==> config.mk <==
export PLATFORM = sky130hd
export DESIGN_NAME = jk_reg_bank
export DESIGN_NICKNAME = d
export VERILOG_FILES = /design/src/rtl/jk_reg_bank.sv
export SDC_FILE = /design/constraint.sdc
export NUM_CORES = 1
export LEC_CHECK = 0
export BUFFER_PORTS_ARGS = -buffer_cell sky130_fd_sc_hd__buf_2
export CORE_AREA = 2 2 39 41
export DETAILED_ROUTE_END_ITERATION = 8
export DIE_AREA = 0 0 41 43
export MAX_ROUTING_LAYER = met4
export PLACE_DENSITY = 0.69
export SLEW_MARGIN = 20
export SYNTH_ARGS = -nofsm -noshare
export SYNTH_HDL_FRONTEND = slang
export SYNTH_SLANG_ARGS = --single-unit
==> constraint.sdc <==
create_clock -name clk -period 1.5 [get_ports clk]
set_input_delay 0.075 -clock clk [delete_from_list [all_inputs] [get_ports clk]]
set_output_delay 0.075 -clock clk [all_outputs]
set_load 0.005 [all_outputs]
==> src/rtl/jk_reg_bank.sv <==
// jk_reg_bank: bank of WIDTH edge-triggered JK flip-flops with synchronous
// active-low reset, clock enable and parallel load. The mode select reuses the
// same JK cells as an independent JK register, an up/down counter or a
// serial-in shift register. Each mode only decides what J and K each cell sees.
module jk_reg_bank #(
    parameter int WIDTH = 4
) (
    input  logic             clk,
    input  logic             rst_n,
    input  logic             en,
    input  logic             load,
    input  logic [WIDTH-1:0] load_val,
    input  logic [1:0]       mode,
    input  logic [WIDTH-1:0] j,
    input  logic [WIDTH-1:0] k,
    input  logic             ser_in,
    output logic [WIDTH-1:0] q,
    output logic [WIDTH-1:0] qbar,
    output logic             tc
);

    localparam logic [1:0] MODE_JK    = 2'b00;
    localparam logic [1:0] MODE_UP    = 2'b01;
    localparam logic [1:0] MODE_DOWN  = 2'b10;
    localparam logic [1:0] MODE_SHIFT = 2'b11;

    logic [WIDTH-1:0] q_reg;
    logic [WIDTH-1:0] q_next;
    logic             tc_reg;
    logic             tc_next;

    // Effective J/K seen by each cell after mode steering.
    logic [WIDTH-1:0] j_eff;
    logic [WIDTH-1:0] k_eff;

    // Per-cell toggle conditions for counting and data for shifting.
    logic [WIDTH-1:0] up_tog;
    logic [WIDTH-1:0] dn_tog;
    logic [WIDTH-1:0] shift_d;

    genvar gi;
    generate
        for (gi = 0; gi < WIDTH; gi++) begin : g_cell
            if (gi == 0) begin : g_lsb
                // The LSB always toggles when counting and takes ser_in when shifting.
                assign up_tog[gi]  = 1'b1;
                assign dn_tog[gi]  = 1'b1;
                assign shift_d[gi] = ser_in;
            end else begin : g_upper
                // A counter bit toggles when every lower bit is about to carry
                // (all ones going up) or borrow (all zeros going down).
                assign up_tog[gi]  = &q_reg[gi-1:0];
                assign dn_tog[gi]  = ~|q_reg[gi-1:0];
                assign shift_d[gi] = q_reg[gi-1];
            end

            // Counting drives J=K=toggle; shifting drives J=d, K=~d so the cell
            // behaves as a D flip-flop.
            assign j_eff[gi] = (mode == MODE_JK)   ? j[gi]      :
                               (mode == MODE_UP)   ? up_tog[gi] :
                               (mode == MODE_DOWN) ? dn_tog[gi] :
                                                     shift_d[gi];
            assign k_eff[gi] = (mode == MODE_JK)   ? k[gi]      :
                               (mode == MODE_UP)   ? up_tog[gi] :
                               (mode == MODE_DOWN) ? dn_tog[gi] :
                                                     ~shift_d[gi];

            // Characteristic equation of the JK cell.
            assign q_next[gi] = (j_eff[gi] & ~q_reg[gi]) | (~k_eff[gi] & q_reg[gi]);
        end
    endgenerate

    // Terminal-count / shift-out flag computed from the pre-edge state.
    always_comb begin
        tc_next = 1'b0;
        case (mode)
            MODE_UP:    tc_next = &q_reg;
            MODE_DOWN:  tc_next = ~|q_reg;
            MODE_SHIFT: tc_next = q_reg[WIDTH-1];
            default:    tc_next = 1'b0;
        endcase
    end

    // State update: reset beats load, load beats enable, otherwise hold.
    always_ff @(posedge clk) begin
        if (!rst_n) begin
            q_reg  <= '0;
            tc_reg <= 1'b0;
        end else if (load) begin
            q_reg  <= load_val;
            tc_reg <= 1'b0;
        end else if (en) begin
            q_reg  <= q_next;
            tc_reg <= tc_next;
        end
    end

    // qbar comes straight from the state register so it never lags q.
    assign q    = q_reg;
    assign qbar = ~q_reg;
    assign tc   = tc_reg;

endmodule
==> impl_metrics.csv <==
group,metric,value,unit
clock_tree,h-tree-depth,1,
pwr,clkPwrFrac,33.5,%
finish,largest_reg_flops,4,
sta,finalHoldViolations,0,
yosys,ys_warn_count,0,
floorplanning,coreArea,0.00138,sq mm
finish,final_cell_mix,"buf_2, inv_1, a21oi_1, a31oi_1, dfxtp_1",
critical_path,end_kind,"flop",
drt,vias_per_cell,5.43,
sta,whs,0.0575,ns
hold_path,hold_path.class,"in -> reg",
clock_tree,root_buffer,"clkbuf_4",
critical_path,startpoint,"q[0]",
clock_tree,cts.reportedPaths.clkPinSlew,0.04,ns
clock_tree,cts_buffers,3,
critical_path,worstSetupPathType,"reg -> reg",
critical_path,reg2reg_to,"tc",
critical_path,slowest_stage,"or4_4",
placement,placed_cell_area,619,sq um
clock_tree,clock_latency,0.24,ns
floorplanning,dieHeight,43,um
yosys,avgSynthCellArea,7.49,sq um
drt,drc_errors,0,
pwr,comb_power_share,32.0,%
hold_path,holdPathStages,3,
clock_tree,cts_repair_resize_count,0,
sta,min_period,1.37,ns
sta,worst_slew_pin_slew,0.444,ns
critical_path,cp.arrival,1.55,ns
critical_path,cp_top_family,"simple AND/OR/NAND/NOR gates",
global_routing,grt_pass1_wl,1790,um
drt,antenna_left,0,
critical_path,critPathMaxStageDelay,0.56,ns
placement,dp_cells,104,
sta,clock.fmax,0.731,GHz
floorplanning,initial_utilization,35.2,%
drt,drt-pass1-iter-count,4,
critical_path,crit_buf_inv,0,
sta,grt_setup_unrepaired,"no",
critical_path,r2r_slack,0.13,ns
critical_path,cp_max_fo,10,
finish,syn_to_final_growth,32.6,%
pwr,cellLeakagePower,0.288,nW
finish,final_layout_size_suffix_gt1_share,38.0,%
critical_path,rr_startpoint,"q[0]",
sta,layout_setup_ws,0.132,ns
outcome,outcome,"finished, final reports clean",
drt,drt_iter0_markers,18,
finish,antennaDiodeCount,0,
pwr,p_per_area,714,mW/mm^2
global_routing,antenna_found_initial,0,
pwr,power,461,uW
drt,wl_per_cell,11.9,um
pwr,power_frac_seq,34.5,%
global_routing,grtUsageTotal,16.6,%
yosys,yosysUniqueCellTypes,34,
critical_path,cp_cell_sequence,"or4_4 > o221ai_1 > o2111a_1",
sta,report.final.slew_viol_count,0,
finish,nNetsFinal,112,
clock_tree,cts_setup_buffers,0,
finish,final-instance-count-excl-fill,108,
yosys,ys_seq_elements,5,
finish,fin_util,46.7,%
critical_path,crit_end,"tc",
critical_path,ff2ff_path_depth,3,
global_routing,grt_overflow,0,
placement,hpwl,961,um
yosys,synth_cells,65,
floorplanning,io_pins,28,
clock_tree,cts_sinks,5,
pwr,p_sw,142,uW
finish,final_cell_area,646,sq um
floorplanning,fp.dieW,41,um
sta,finalCritPeriodShare,91.2,%
global_routing,grt_max_degree,20,
clock_tree,cts_max_path_buffers,2,
yosys,ys_seq_area_share,20.6,%
finish,layout_commonest_cell,"buf_2",
floorplanning,fp-row-count,14,
placement,place_ws,0.136,ns
floorplanning,die_area,0.00176,sq mm
drt,drt_wl_total,1280,um
clock_tree,holdBufCountCts,0,
global_routing,grt_pass1_vias,403,
pwr,vdd_ir_drop_max,0.000339,V
pwr,switching_share,30.9,%
sta,setup_viol,0,
critical_path,crit_cells,3,
drt,vias,586,
critical_path,critPathLaunchType,"flop",
sta,slew-limit-headroom,69.7,%
sta,skew,0.000352,ns
placement,port_buffers,27,
clock_tree,cts_tree,"built",
flow_run,drv_cap,0,
sta,finalSetupTns,0,ns
yosys,synth_area,487,sq um
placement,place.gp.congestion,0.731,
critical_path,cp.required,1.68,ns
yosys,syn-num-nets,84,
pwr,internal_power,319,uW
[routing by layer]
layer  wire [um]  GRT usage (%)
met1         570           22.0
met2         547           19.4
met3         124           5.24
met4          42           14.0
met5           0              -
[synthesized netlist by cell type]
master	count	share of area, %
and2_1	1	1.3
nor4b_1	1	1.8
nand2_1	1	0.77
or4_4	1	2.3
nand3_1	2	2.1
dfxtp_1	5	21
a2111oi_0	2	3.6
or2_2	1	1.3
a21oi_1	7	7.2
or3_1	1	1.3
a32o_1	1	2.1
nand2b_4	1	2.8
o221ai_1	2	3.6
clkbuf_1	1	0.77
o311ai_0	1	1.8
nor3_1	1	1.0
nor2_1	1	0.77
a221o_1	1	2.1
o41ai_1	1	1.8
buf_6	1	2.3
buf_2	3	3.1
nor2b_1	2	2.6
o22ai_1	1	1.3
o211ai_1	1	1.5
mux2_2	1	2.3
o2111ai_1	1	1.8
o2111a_1	1	2.3
a31o_1	1	1.8
nand2b_1	1	1.3
o21bai_1	1	1.5
nor3b_1	1	1.5
a31oi_1	6	7.7
inv_1	9	6.9
o21ai_0	3	3.1
[tightest hold or removal path: cells and delay by family]
family | cells | cell delay (ns)
buf+inv | 1 | 0.08
simple gates | 1 | 0.06
compound gates | 1 | 0.05
[worst min-delay path by stage]
stage / from / end / slack (ns)
after detailed placement: load_val[1] / q[1] / 0.31
after global placement: load_val[1] / q[1] / 0.30
after floorplan: load / q[1] / 0.18
final: load_val[1] / q[1] / 0.06
after global routing: load_val[1] / q[1] / 0.06
after CTS: load_val[1] / q[1] / 0.05
[power by group through the flow]
stage / Combinational (mW) / Sequential [mW] / Clock [mW]
after floorplan: 0.0901 / 0.160 / 0
after global placement: 0.147 / 0.160 / 0
after detailed placement: 0.147 / 0.161 / 0
after CTS: 0.147 / 0.158 / 0.165
after global routing: 0.166 / 0.160 / 0.178
final: 0.148 / 0.159 / 0.154
[logic make-up after synthesis]
kind of cell / count (synthesis) / share of synthesized area, %
AOI/OAI and AO/OA: 30 / 43.2
and+or+nand+nor: 15 / 20.8
buffers and inverters: 14 / 13.1
DFF: 5 / 20.6
muxes: 1 / 2.31
[cell type report]
cell class / instances / area [sq um]
Clock buffer: 4 / 26.3
Fill cell: 149 / 738
Timing Repair Buffer: 28 / 143
Multi-Input combinational cell: 46 / 323
Sequential cell: 5 / 100
Inverter: 9 / 33.8
Tap cell: 16 / 20.0
(Power assumes the default switching activity.)
